## src/rtl/hazard_ctrl.sv

```systemverilog
// Hazard and forwarding controller for a 5-stage RISC-V pipeline.
// Tracks E/M/W destination-register state and produces the operand forward
// selects plus stall/flush controls for load-use, taken branches and
// multi-cycle mul/div occupancy of EX.
module hazard_ctrl #(
  parameter int MULDIV_LAT = 4  // total EX cycles of a mul/div, 2..16
) (
  input  logic       clk,
  input  logic       rst_n,
  input  logic [4:0] Rs1D,
  input  logic [4:0] Rs2D,
  input  logic [4:0] RdD,
  input  logic       RegWriteD,
  input  logic       LoadD,
  input  logic       PCSrcE,
  input  logic       MulDivE,
  output logic [1:0] ForwardAE,
  output logic [1:0] ForwardBE,
  output logic       StallF,
  output logic       StallD,
  output logic       StallE,
  output logic       FlushD,
  output logic       FlushE
);

  typedef enum logic {IDLE, BUSY} md_state_e;

  // The counter starts two below the latency: the IDLE cycle and the final
  // release cycle are not counted.
  localparam logic [3:0] CNT_INIT = 4'(MULDIV_LAT - 2);

  // Tracked pipeline state
  logic [4:0] rs1_e_q, rs1_e_d, rs2_e_q, rs2_e_d, rd_e_q, rd_e_d;
  logic       reg_write_e_q, reg_write_e_d, load_e_q, load_e_d;
  logic [4:0] rd_m_q, rd_m_d, rd_w_q, rd_w_d;
  logic       reg_write_m_q, reg_write_m_d, reg_write_w_q, reg_write_w_d;

  // Mul/div occupancy FSM
  md_state_e  state_q, state_d;
  logic [3:0] cnt_q, cnt_d;

  logic lu, md_stall;

  // Select the youngest in-flight producer of rs; MEM beats WB, x0 never forwards.
  function automatic logic [1:0] fwd_sel(input logic [4:0] rs,
                                         input logic       we_m, input logic [4:0] rd_m,
                                         input logic       we_w, input logic [4:0] rd_w);
    if (we_m && rd_m != 5'd0 && rd_m == rs)      return 2'b10;
    else if (we_w && rd_w != 5'd0 && rd_w == rs) return 2'b01;
    else                                         return 2'b00;
  endfunction

  // Hazard detection and all combinational control outputs
  always_comb begin
    // Conservative load-use: an unused source field still triggers a stall.
    lu       = load_e_q && (rd_e_q != 5'd0) && (rd_e_q == Rs1D || rd_e_q == Rs2D);
    md_stall = MulDivE && !(state_q == BUSY && cnt_q == 4'd0);

    ForwardAE = fwd_sel(rs1_e_q, reg_write_m_q, rd_m_q, reg_write_w_q, rd_w_q);
    ForwardBE = fwd_sel(rs2_e_q, reg_write_m_q, rd_m_q, reg_write_w_q, rd_w_q);

    StallE = md_stall;
    StallF = md_stall || lu;
    StallD = md_stall || lu;
    // A stalled mul/div must never be killed; flushes wait until EX advances.
    FlushE = (lu || PCSrcE) && !md_stall;
    FlushD = PCSrcE && !md_stall;
  end

  // Mul/div FSM next state: count down the remaining EX occupancy.
  always_comb begin
    // NOTE: every always_comb output gets a default first so no path leaves it
    // unassigned, which would otherwise infer a latch.
    state_d = state_q;
    cnt_d   = cnt_q;
    if (state_q == IDLE) begin
      if (MulDivE) begin
        state_d = BUSY;
        cnt_d   = CNT_INIT;
      end
    end else if (cnt_q != 4'd0) begin
      cnt_d = cnt_q - 4'd1;
    end else begin
      state_d = IDLE;
    end
  end

  // Pipeline tracking next state: hold/flush/capture E, bubble M while EX stalls.
  always_comb begin
    rs1_e_d       = Rs1D;
    rs2_e_d       = Rs2D;
    rd_e_d        = RdD;
    reg_write_e_d = RegWriteD;
    load_e_d      = LoadD;
    if (StallE) begin
      rs1_e_d       = rs1_e_q;
      rs2_e_d       = rs2_e_q;
      rd_e_d        = rd_e_q;
      reg_write_e_d = reg_write_e_q;
      load_e_d      = load_e_q;
    end else if (FlushE) begin
      rs1_e_d       = 5'd0;
      rs2_e_d       = 5'd0;
      rd_e_d        = 5'd0;
      reg_write_e_d = 1'b0;
      load_e_d      = 1'b0;
    end

    rd_m_d        = StallE ? 5'd0 : rd_e_q;
    reg_write_m_d = StallE ? 1'b0 : reg_write_e_q;

    rd_w_d        = rd_m_q;
    reg_write_w_d = reg_write_m_q;
  end

  // State registers; reset discards any in-flight mul/div.
  always_ff @(posedge clk or negedge rst_n) begin
    // NOTE: sequential state uses non-blocking assignments so every flop
    // samples pre-edge values regardless of statement order.
    if (!rst_n) begin
      rs1_e_q       <= 5'd0;
      rs2_e_q       <= 5'd0;
      rd_e_q        <= 5'd0;
      reg_write_e_q <= 1'b0;
      load_e_q      <= 1'b0;
      rd_m_q        <= 5'd0;
      reg_write_m_q <= 1'b0;
      rd_w_q        <= 5'd0;
      reg_write_w_q <= 1'b0;
      state_q       <= IDLE;
      cnt_q         <= 4'd0;
    end else begin
      rs1_e_q       <= rs1_e_d;
      rs2_e_q       <= rs2_e_d;
      rd_e_q        <= rd_e_d;
      reg_write_e_q <= reg_write_e_d;
      load_e_q      <= load_e_d;
      rd_m_q        <= rd_m_d;
      reg_write_m_q <= reg_write_m_d;
      rd_w_q        <= rd_w_d;
      reg_write_w_q <= reg_write_w_d;
      state_q       <= state_d;
      cnt_q         <= cnt_d;
    end
  end

endmodule

```

## config.mk

```make
export PLATFORM = sky130hd
export DESIGN_NAME = hazard_ctrl
export DESIGN_NICKNAME = d
export VERILOG_FILES = /design/src/rtl/hazard_ctrl.sv
export SDC_FILE = /design/constraint.sdc
export NUM_CORES = 1
export LEC_CHECK = 0
export CAP_MARGIN = 5
export CORE_MARGIN = 5
export CORE_UTILIZATION = 48
export DETAILED_ROUTE_END_ITERATION = 12
export PLACE_DENSITY = 0.72
export SYNTH_ARGS = -nofsm -noshare
export SYNTH_HDL_FRONTEND = slang
export SYNTH_SLANG_ARGS = --single-unit
```

## constraint.sdc

```tcl
create_clock -name clk -period 2.23 [get_ports clk]
set_input_delay 0.3345 -clock clk [delete_from_list [all_inputs] [get_ports clk]]
set_output_delay 0.3345 -clock clk [all_outputs]
set_load 0.02 [all_outputs]
```

==> results by group <==
STA
  – # setup viols final: 0
  – Worst Tran Pin Value: 0.4667 ns
  – Final hold viol count: 0
  – Fin crit period: 2.208 ns
  – RSZ-0062 raised after global routing: yes
  – Worst Clk Skew: 0.007106 ns
  – Fmax: 452.9 MHz
  – Final WS setup: 0.02189 ns
  – Worst hold slack: 0.4394 ns
  – Final period util: 0.9902
  – Slew margin rel.: 0.6882
  – Max Slew Vio Count: 0

Synth
  – Top post-synthesis cells by area: dfrtp_1 43%, xnor2_1 7.0%, xor2_1 6.2%, and3_1 5.0%, o21ai_1 4.5%
  – Sequential-to-total area share from yosys stat: 0.4277
  – Mapped cell area: 1989 sq um
  – Post-synth top area cell: dfrtp_1
  – Number of flops mapped to enable cells by yosys: 0
  – Unique cell type count in the Yosys netlist: 43
  – Prevailing post-synth register cell: dfrtp_1
  – Synth Instances: 208
  – Area fraction of the dominant cell type after synthesis: 0.4277
  – #FFs+latches synth: 34
  – Mapped Nets: 230
  – Post-synth ARST share: 1.000
  – Syn_area_per_cell: 9.564 sq um
  – Syn. warnings: 0

Setup path
  – Crit Reg-Reg Startpoint: rd_e_q[1]
  – RR Endpoint: rs2_e_q[4]
  – Flop2flop setup slack: 0.53 ns
  – Kind of critical path: reg -> out
  – CP arrival: 1.87 ns
  – CP required: 1.90 ns
  – Setup crit end kind: output pin
  – Reg2reg path depth: 5
  – CP max FO: 3
  – Setup crit start kind: register

Floorplanning
  – Initial Util: 0.4973
  – Full die area: 5532 sq um
  – Vert. Die Dim: 74.38 microns
  – Core Region: 4000 sq um
  – Die span in x: 74.38 microns
  – Cell Rows: 23
  – IO Count: 30

Routing
  – DR DRC count: 0
  – Initial DRC count: 122
  – Vias per inst: 5.453
  – DR pass1 iterations: 4
  – Average wire per standard cell: 15.37 microns
  – Vias post-DR: 1,756
  – Antenna viol nets, final: 0
  – WL final: 4.948 mm

Pwr
  – Power per Cell Area: 1192 nW/um^2
  – Switching Fraction: 0.3913
  – NetSw: 0.001289 W
  – Max IR drop VDD: 0.0005937 V
  – Reg power frac: 0.332
  – Int Pwr: 0.002005 W
  – Combinational power share: 0.496
  – P_leak: 1.248 nW
  – Clk pwr share: 0.173

Clock network
  – Clock-pin slew on the worst setup and hold paths: 0.07 ns
  – H-tree Lvls: 2
  – CTS hold repair buffers: 0
  – CTS tree: yes
  – CTS buffer count: 5
  – Largest buffer count on any clock path: 2
  – Clk_lat worst skew: 0.29 ns
  – CTS sink count: 34
  – Clock root cell: clkbuf_8

Layout
  – NumNets Final: 293
  – Number of antenna diodes: 0
  – Commonest non-fill, non-tap cell in the layout: buf_4
  – Area growth syn-to-layout: 38.87%
  – Layout cells sized above 1: 0.2868
  – Commonest non-fill, non-tap cells in the layout: 40 x buf_4, 33 x dfrtp_1, 23 x nand2_1

Global routing
  – First-pass GRT wire length: 8.376 mm
  – Vias in the first global route: 1,789
  – Overall Global Routing Usage: 0.2008
  – Largest net degree at the start of global routing: 35
  – Total global routing overflow: 0
  – Initial antenna violation count: 0

Placed design
  – Dpl ws: -0.1955 ns
  – Port bufs: 29
  – DPL Wire Length: 3.458 mm
  – RePlAce Congestion: 0.8237

Run
  – # Max-Cap Violations: 0

Run status
  – Outcome: finished clean

Worst hold path
  – Hold Path Class: in -> async
==> how the worst max path moves through the flow <==
stage / startpoint / end / slack [ns] / depth (start not counted)
finish: rs2_e_q[1] / ForwardBE[0] / 0.02 / 4
global route: rs2_e_q[1] / ForwardBE[0] / -0.04 / 4
detailed placement: Rs2D[4] / StallF / -0.20 / 6
global placement: Rs2D[4] / StallD / -0.17 / 6
CTS: rd_m_q[0] / ForwardBE[0] / -0.07 / 7
floorplan: rd_e_q[1] / StallF / 0.12 / 6
==> sequential cells by signal, summed over array words and instances, names as in the netlist <==
name,count
cnt_q,4
rs2_e_q,5
reg_write_m_q,1
rd_e_q,5
rs1_e_q,5
rd_w_q,5
rd_m_q,5
reg_write_e_q,1
load_e_q,1
state_q,1
reg_write_w_q,1
==> synth_stat cells (all sizes together), types with 2 or more instances <==
library cell and n:
inv 3, nor4 4, a21oi 3, o21ai 22, nor2b 8, nand3 4, and2 6, dfrtp 34
clkbuf 6, buf 7, nand2 24, xnor2 16, a31oi 7, a41oi 10, and3 17, or4 5
o22ai 2, nor2 5, xor2 14
==> metrics by stage <==
stage                     cell area (sq um)  power (W)  TNS [ns]  utilization  cells
after floorplan                        2002   0.002030         0            -    208
after detailed placement               2556   0.002559    -1.058       0.6390    311
final                                  2763   0.003294         0       0.6906    322
after global placement                 2556   0.002519   -0.8402       0.6390    311
after CTS                              2724   0.003220   -0.1328       0.6810    321
after global routing                   2763   0.003521  -0.07891       0.6906    322
==> metal layers <==
layer | vias up | global-route usage | wire length (microns)
li1 | 862 | - | -
met1 | 830 | 0.2540 | 2133
met2 | 57 | 0.3327 | 2432
met3 | 7 | 0.03784 | 271
met4 | 0 | 0.09091 | 110
met5 | - | 0 | 0
==> critical path, stage by stage (launching register included) <==
cell	delay, ns
dfrtp_1	0.42
xor2_1	0.18
or4_4	0.54
nor4_2	0.27
buf_4	0.18
==> kinds of logic after synthesis <==
kind of cell    after synthesis  synth area share
simple gates                 78            0.2189
compound gates               47            0.1610
xor+xnor                     30            0.1321
flops                        34            0.4277
buf+inv                      17           0.04843
fa+ha+maj                     1          0.006288
mux                           1          0.005660
==> area by class of cell <==
cell class | count | area [sq um]
tap | 50 | 62.56
inverter | 4 | 20.02
fill | 330 | 1237
clock inverter | 3 | 45.04
timing repair buffer | 69 | 579.3
sequential | 34 | 852.1
multi-input combinational | 157 | 1135
clock buffer | 5 | 68.82
==> repair_timing <==
action / 4_1_cts / 5_1_grt
resized for setup: 36 / 15
pin swaps: 5 / 6
endpoints found under the setup margin: 9 / 8
endpoints found under the hold margin: 0 / 0
setup buffers: 2 / 2
==> power by group through the flow <==
stage | sequential [W] | combinational, W | clock, W
after global routing | 0.00112 | 0.00179 | 0.000606
after detailed placement | 0.00108 | 0.00147 | 0
after global placement | 0.00108 | 0.00144 | 0
after floorplan | 0.00105 | 0.000977 | 0
after CTS | 0.00108 | 0.00156 | 0.000581
final | 0.00109 | 0.00163 | 0.000569
No activity file was read; power rests on OpenSTA's default activity.
